`src/rtl/axi_arbiter_m2s_m3.sv`:
```
// Master-to-slave arbiter for one AXI slave port: AR/AW grant selection (round-robin or fixed)
// with W beats steered in AW-grant order through a small grant FIFO.
//
//  state   | meaning
//  RUN     | grant follows the combinational selection; re-arbitrates every cycle
//  WAIT    | grant latched until the granted master completes its address handshake
module axi_arbiter_m2s_m3 #(
  parameter int NUM         = 3,
  parameter int WFIFO_DEPTH = 4
) (
  input  logic           AXI_CLK,
  input  logic           AXI_RSTn,
  input  logic           arbiter_type,
  input  logic [NUM:0]   ARSELECT,
  input  logic [NUM:0]   ARVALID,
  input  logic [NUM:0]   ARREADY,
  output logic [NUM:0]   ARGRANT,
  input  logic [NUM:0]   AWSELECT,
  input  logic [NUM:0]   AWVALID,
  input  logic [NUM:0]   AWREADY,
  output logic [NUM:0]   AWGRANT,
  input  logic [NUM:0]   WVALID,
  input  logic [NUM:0]   WREADY,
  input  logic [NUM:0]   WLAST,
  output logic [NUM:0]   WGRANT
);

  localparam int PW = (NUM > 0) ? $clog2(NUM + 1) : 1;
  localparam int FW = $clog2(WFIFO_DEPTH);
  localparam int CW = FW + 1;

  typedef enum logic {ST_RUN, ST_WAIT} arb_state_e;

  function automatic logic [NUM:0] select_grant(input logic [NUM:0] req,
                                                input logic [PW-1:0] ptr,
                                                input logic fixed_pri);
    logic [NUM:0] g;
    int idx;
    g = '0;
    for (int k = 0; k <= NUM; k++) begin
      idx = fixed_pri ? k : (int'(ptr) + k) % (NUM + 1);
      if (g == '0 && req[idx]) g[idx] = 1'b1;
    end
    return g;
  endfunction

  function automatic logic [PW-1:0] next_ptr(input logic [NUM:0] g);
    logic [PW-1:0] p;
    p = '0;
    for (int i = 0; i <= NUM; i++)
      if (g[i]) p = (i == NUM) ? '0 : PW'(i + 1);
    return p;
  endfunction

  arb_state_e     ar_state, ar_state_nxt, aw_state, aw_state_nxt;
  logic [NUM:0]   ar_hold, ar_hold_nxt, aw_hold, aw_hold_nxt;
  logic [NUM:0]   ar_sel, aw_sel;
  logic [PW-1:0]  ar_ptr, aw_ptr;
  logic           ar_hs, aw_hs;

  logic [NUM:0]   wfifo_mem [WFIFO_DEPTH];
  logic [FW-1:0]  wr_ptr, rd_ptr;
  logic [CW-1:0]  w_count;
  logic           w_full, w_empty, w_push, w_pop;

  assign ar_sel = select_grant(ARSELECT & ARVALID, ar_ptr, arbiter_type);
  assign aw_sel = select_grant(AWSELECT & AWVALID, aw_ptr, arbiter_type);

  // Grants are forced low while reset is asserted so nothing leaks through the RUN-state path.
  always_comb begin
    ar_state_nxt = ar_state;
    ar_hold_nxt  = ar_hold;
    ARGRANT      = (ar_state == ST_RUN) ? ar_sel : ar_hold;
    if (!AXI_RSTn) ARGRANT = '0;
    ar_hs = |(ARGRANT & ARVALID & ARREADY);
    case (ar_state)
      ST_RUN: begin
        if (ARGRANT != '0 && !ar_hs) begin
          ar_state_nxt = ST_WAIT;
          ar_hold_nxt  = ARGRANT;
        end
      end
      ST_WAIT: if (ar_hs) ar_state_nxt = ST_RUN;
      default: ar_state_nxt = ST_RUN;
    endcase
  end

  // A full W-order FIFO blocks new AW grants; WAIT is only entered when not full.
  always_comb begin
    aw_state_nxt = aw_state;
    aw_hold_nxt  = aw_hold;
    if (aw_state == ST_RUN) AWGRANT = w_full ? '0 : aw_sel;
    else                    AWGRANT = aw_hold;
    if (!AXI_RSTn) AWGRANT = '0;
    aw_hs = |(AWGRANT & AWVALID & AWREADY);
    case (aw_state)
      ST_RUN: begin
        if (AWGRANT != '0 && !aw_hs) begin
          aw_state_nxt = ST_WAIT;
          aw_hold_nxt  = AWGRANT;
        end
      end
      ST_WAIT: if (aw_hs) aw_state_nxt = ST_RUN;
      default: aw_state_nxt = ST_RUN;
    endcase
  end

  always_ff @(posedge AXI_CLK or negedge AXI_RSTn) begin
    if (!AXI_RSTn) begin
      ar_state <= ST_RUN;
      aw_state <= ST_RUN;
      ar_hold  <= '0;
      aw_hold  <= '0;
      ar_ptr   <= '0;
      aw_ptr   <= '0;
    end else begin
      ar_state <= ar_state_nxt;
      aw_state <= aw_state_nxt;
      ar_hold  <= ar_hold_nxt;
      aw_hold  <= aw_hold_nxt;
      if (ar_hs) ar_ptr <= next_ptr(ARGRANT);
      if (aw_hs) aw_ptr <= next_ptr(AWGRANT);
    end
  end

  assign w_full  = (w_count == CW'(WFIFO_DEPTH));
  assign w_empty = (w_count == '0);
  assign WGRANT  = w_empty ? '0 : wfifo_mem[rd_ptr];
  assign w_push  = aw_hs;
  assign w_pop   = |(WGRANT & WVALID & WREADY & WLAST);

  always_ff @(posedge AXI_CLK or negedge AXI_RSTn) begin
    if (!AXI_RSTn) begin
      wr_ptr  <= '0;
      rd_ptr  <= '0;
      w_count <= '0;
      for (int i = 0; i < WFIFO_DEPTH; i++) wfifo_mem[i] <= '0;
    end else begin
      if (w_push) begin
        wfifo_mem[wr_ptr] <= AWGRANT;
        wr_ptr            <= wr_ptr + 1'b1;
      end
      if (w_pop) rd_ptr <= rd_ptr + 1'b1;
      case ({w_push, w_pop})
        2'b10:   w_count <= w_count + 1'b1;
        2'b01:   w_count <= w_count - 1'b1;
        default: w_count <= w_count;
      endcase
    end
  end

endmodule

```
`config.mk`:
```
export PLATFORM = sky130hd
export DESIGN_NAME = axi_arbiter_m2s_m3
export DESIGN_NICKNAME = d
export VERILOG_FILES = /design/src/rtl/axi_arbiter_m2s_m3.sv
export SDC_FILE = /design/constraint.sdc
export NUM_CORES = 1
export LEC_CHECK = 0
export CAP_MARGIN = 20
export CORE_AREA = 2 2 96 98
export CTS_CLUSTER_SIZE = 10
export DETAILED_ROUTE_END_ITERATION = 10
export DIE_AREA = 0 0 98 100
export MAX_ROUTING_LAYER = met4
export PLACE_DENSITY = 0.66
export SLEW_MARGIN = 20
export SYNTH_ARGS = -nofsm -noshare
export SYNTH_HDL_FRONTEND = slang
export SYNTH_SLANG_ARGS = --single-unit
```
`constraint.sdc`:
```
create_clock -name AXI_CLK -period 11 [get_ports AXI_CLK]
set_clock_uncertainty 0.15 [all_clocks]
set_input_delay 2.2 -clock AXI_CLK [delete_from_list [all_inputs] [get_ports AXI_CLK]]
set_output_delay 2.2 -clock AXI_CLK [all_outputs]
set_load 0.005 [all_outputs]
```
==> flow_results.xml <==
<?xml version="1.0" encoding="UTF-8"?>
<metrics>
  <group name="run_status">
    <metric name="result_of_the_run" unit="">complete, no violations</metric>
  </group>
  <group name="synth">
    <metric name="synth_top_cell_area_share" unit="%">31.6</metric>
    <metric name="synth.yosys.warnings" unit="">0</metric>
    <metric name="synth.top_cells.by_area" unit="">sky130_fd_sc_hd__dfrtp_1 (32%), sky130_fd_sc_hd__mux2_2 (7.7%), sky130_fd_sc_hd__mux4_2 (3.8%), sky130_fd_sc_hd__a21oi_1 (2.6%), sky130_fd_sc_hd__nand2_1 (2.4%)</metric>
    <metric name="synth_area_per_cell" unit="um2">9.26</metric>
    <metric name="synth_nets" unit="">361</metric>
    <metric name="synth_mux_area_share" unit="%">13.6</metric>
    <metric name="synthesis.area" unit="um2">2930</metric>
    <metric name="synth_enable_flop_cells" unit="">0</metric>
    <metric name="netlist.top_cell.by_area" unit="">sky130_fd_sc_hd__dfrtp_1</metric>
    <metric name="postSynthCellCount" unit="">316</metric>
    <metric name="yosys.area_share.adder" unit="%">2.82</metric>
    <metric name="synth_top_family_by_area" unit="">compound AO/OA/AOI/OAI gates</metric>
    <metric name="ys_seq_elements" unit="">37</metric>
    <metric name="yosys_most_used_dff" unit="">sky130_fd_sc_hd__dfrtp_1</metric>
    <metric name="postSynth.asyncResetShare" unit="%">100</metric>
    <metric name="post_synth_and_or_nand_nor_area_fraction" unit="%">21.2</metric>
    <metric name="post_synth_num_cell_types" unit="">68</metric>
    <metric name="seq_area_frac_synth" unit="%">31.6</metric>
    <metric name="synth-xor-area-share" unit="%">2.99</metric>
    <metric name="synth-compound-area-share" unit="%">22.8</metric>
  </group>
  <group name="run">
    <metric name="cap_viol_max_count" unit="">0</metric>
  </group>
  <group name="detailed_routing">
    <metric name="routed_wire_length_per_instance" unit="um">16.1</metric>
    <metric name="drt-total-wl" unit="um">7570</metric>
    <metric name="drtAntennaViolNets" unit="">0</metric>
    <metric name="drc_errors" unit="">0</metric>
    <metric name="detailedRoute.firstIterationViolations" unit="">141</metric>
    <metric name="pre_repair_dr_iteration_count" unit="">5</metric>
    <metric name="drt-vias-per-instance" unit="">5.84</metric>
    <metric name="detailroute.via_count" unit="">2744</metric>
  </group>
  <group name="sta">
    <metric name="drv_slew" unit="">0</metric>
    <metric name="achievable-frequency" unit="MHz">125</metric>
    <metric name="timing.hold.ws" unit="ns">0.360</metric>
    <metric name="period_minus_slack" unit="ns">7.98</metric>
    <metric name="finalWorstSetupSlack" unit="ns">3.02</metric>
    <metric name="max_slew_margin" unit="%">32.0</metric>
    <metric name="setup_viol" unit="">0</metric>
    <metric name="rsz0062_at_grt" unit="">no</metric>
    <metric name="layout_worst_path_cycle_share" unit="%">72.6</metric>
    <metric name="worst_pin_slew" unit="ns">1.01</metric>
    <metric name="timing_hold_violations_final" unit="">0</metric>
    <metric name="fin_setup_tns" unit="ns">0</metric>
  </group>
  <group name="power_and_ir_drop">
    <metric name="power.leakage" unit="nW">1.44</metric>
    <metric name="power.ir.vdd_worst" unit="V">0.0000949</metric>
    <metric name="p_per_area" unit="nW/um2">214</metric>
  </group>
  <group name="final_layout">
    <metric name="antenna_cells_inserted" unit="">0</metric>
    <metric name="multi_input_comb_area" unit="um2">1860</metric>
    <metric name="layout_common_cells" unit="">sky130_fd_sc_hd__clkdlybuf4s50_1 (49), sky130_fd_sc_hd__dfrtp_1 (37), sky130_fd_sc_hd__mux2_2 (20), sky130_fd_sc_hd__nand2_1 (19)</metric>
    <metric name="postLayoutCoreUtil" unit="%">40.5</metric>
    <metric name="area.growth.synth_to_final" unit="%">23.1</metric>
    <metric name="fillCellCount" unit="">854</metric>
    <metric name="seq_area" unit="um2">926</metric>
    <metric name="drive_gt1_share" unit="%">14.5</metric>
    <metric name="final_nets" unit="">403</metric>
    <metric name="most_common_cell_after_layout_fill_and_taps_aside" unit="">sky130_fd_sc_hd__clkdlybuf4s50_1</metric>
  </group>
  <group name="floorplan">
    <metric name="floorplan.die.width" unit="um">98</metric>
    <metric name="floorplan.core_area" unit="um2">8890</metric>
    <metric name="die-area" unit="um2">9800</metric>
    <metric name="die_height" unit="um">100</metric>
    <metric name="floorplan.io_pins" unit="">51</metric>
    <metric name="initial_core_utilization" unit="%">32.9</metric>
    <metric name="placementRows" unit="">35</metric>
  </group>
  <group name="setup_path">
    <metric name="timing.critical_path.arrival" unit="ns">5.63</metric>
    <metric name="maximum_fanout_along_the_worst_path" unit="">26</metric>
    <metric name="worstSetupPathType" unit="">in2out</metric>
    <metric name="worstSetupEndpointType" unit="">output port</metric>
    <metric name="critPathLaunch" unit="">arbiter_type</metric>
    <metric name="cp.required" unit="ns">8.65</metric>
    <metric name="critPathLaunchType" unit="">input pin</metric>
    <metric name="r2r_start" unit="">aw_ptr[1]</metric>
  </group>
  <group name="global_route">
    <metric name="grt_usage" unit="%">16.2</metric>
    <metric name="antenna_found_initial" unit="">0</metric>
    <metric name="global_route_wire_length_before_repair" unit="um">12600</metric>
    <metric name="grt_max_degree" unit="">49</metric>
    <metric name="global_route.overflow_total" unit="">0</metric>
    <metric name="number_of_global_route_vias_before_repair" unit="">2660</metric>
  </group>
  <group name="place">
    <metric name="io_buffers" unit="">50</metric>
    <metric name="place.gp.congestion" unit="">0.878</metric>
    <metric name="place_worst_setup_slack" unit="ns">3.02</metric>
    <metric name="dp_hpwl" unit="um">5710</metric>
  </group>
  <group name="clocking">
    <metric name="cts.htree.levels" unit="">2</metric>
    <metric name="cts_tree" unit="">done</metric>
    <metric name="clk-insertion-delay-late" unit="ns">0.30</metric>
    <metric name="clock-root-buffer" unit="">sky130_fd_sc_hd__clkbuf_8</metric>
    <metric name="cts-resized-gates" unit="">0</metric>
    <metric name="cts-buffers-inserted" unit="">5</metric>
    <metric name="cts.reportedPaths.clkPinSlew" unit="ns">0.08</metric>
    <metric name="clock-sinks" unit="">37</metric>
    <metric name="postCtsHoldBufs" unit="">0</metric>
    <metric name="max-clock-path-buffers" unit="">2</metric>
    <metric name="post_cts_buffers" unit="">0</metric>
  </group>
  <group name="worst_hold_path">
    <metric name="hold_path_startpoint" unit="">wfifo_mem[7]</metric>
    <metric name="timing.hold.worst.class" unit="">reg2reg</metric>
  </group>
</metrics>
## state kept, by name, indices dropped and copies added, names as in the netlist
signal	flops
wr_ptr	2
wfifo_mem	16
rd_ptr	2
aw_state	1
aw_ptr	2
ar_ptr	2
w_count	3
ar_state	1
aw_hold	4
ar_hold	4
## critical path, cell delays in order
cell and delay, ns:
sky130_fd_sc_hd__clkdlybuf4s50_1 0.81, sky130_fd_sc_hd__nor2b_2 0.39, sky130_fd_sc_hd__mux4_2 0.58, sky130_fd_sc_hd__nand3_2 0.12
sky130_fd_sc_hd__mux2_2 0.34, sky130_fd_sc_hd__a21oi_1 0.31, sky130_fd_sc_hd__clkinv_1 0.33, sky130_fd_sc_hd__clkdlybuf4s50_1 0.54
## where the power goes
part | internal [mW] | total, mW | leakage, nW | switching [mW]
Combinational | 0.199 | 0.389 | 0.917 | 0.190
Sequential | 0.192 | 0.262 | 0.471 | 0.0700
Clock | 0.0679 | 0.121 | 0.0543 | 0.0528
Total | 0.459 | 0.771 | 1.44 | 0.313
## cell type report
type                            count  area share, %
Multi-Input combinational cell    246           51.5
Sequential cell                    37           25.7
Timing Repair Buffer               51           14.0
Tap cell                          111           3.86
Clock buffer                        5           1.91
Inverter                           17           1.77
Clock inverter                      3           1.29
## cells by family (layout without fill, tap and decap cells)
| family | Yosys count | after routing |
|---|---|---|
| multiplexers | 30 | 30 |
| AND/OR/NAND/NOR | 108 | 108 |
| AO/OA/AOI/OAI | 92 | 92 |
| flip-flops | 37 | 37 |
| XOR/XNOR | 10 | 10 |
| buffers and inverters | 33 | 76 |
| adder cells (fa/ha/maj) | 6 | 6 |
## per-stage QoR
step                instances  total power [mW]  instance area (um2)
CTS                       470             0.773                 3600
global route              470             0.828                 3600
floorplan                 316             0.532                 2930
finish                    470             0.771                 3600
global placement          462             0.642                 3490
detailed placement        462             0.650                 3490
## final timing paths
path | end | slack (ns) | cells past startpoint
min in group asynchronous | wfifo_mem[13] | 1.83 | 2
hold / removal | wfifo_mem[7] | 0.36 | 1
setup / recovery | AWGRANT[2] | 3.02 | 8
hold reg to reg | wfifo_mem[7] | 0.36 | 1
max in group asynchronous | ar_hold[3] | 8.47 | 2
setup reg to reg | w_count[2] | 6.41 | 14
## synth_stat cells (6+ instances only)
cell                        n
sky130_fd_sc_hd__nand4_1    8
sky130_fd_sc_hd__dfrtp_1   37
sky130_fd_sc_hd__o21ai_0   12
sky130_fd_sc_hd__nand2_1   19
sky130_fd_sc_hd__inv_1     15
sky130_fd_sc_hd__mux2_2    20
sky130_fd_sc_hd__a21oi_1   15
sky130_fd_sc_hd__nor3_1     7
sky130_fd_sc_hd__nor2b_1    7
sky130_fd_sc_hd__nor2_1    14
sky130_fd_sc_hd__xnor2_1    6
sky130_fd_sc_hd__nand4b_1   6
sky130_fd_sc_hd__nand3_1   11
sky130_fd_sc_hd__clkbuf_1   8
sky130_fd_sc_hd__and2_1     9
## metal layers
metal | GRT usage (%) | up-vias | wire length, um
li1 | - | 1299 | -
met1 | 20.5 | 1315 | 3390
met2 | 26.0 | 112 | 3650
met3 | 2.92 | 18 | 380
met4 | 5.77 | 0 | 151
met5 | - | - | 0
Note: power is estimated with default switching activity, not from simulation.
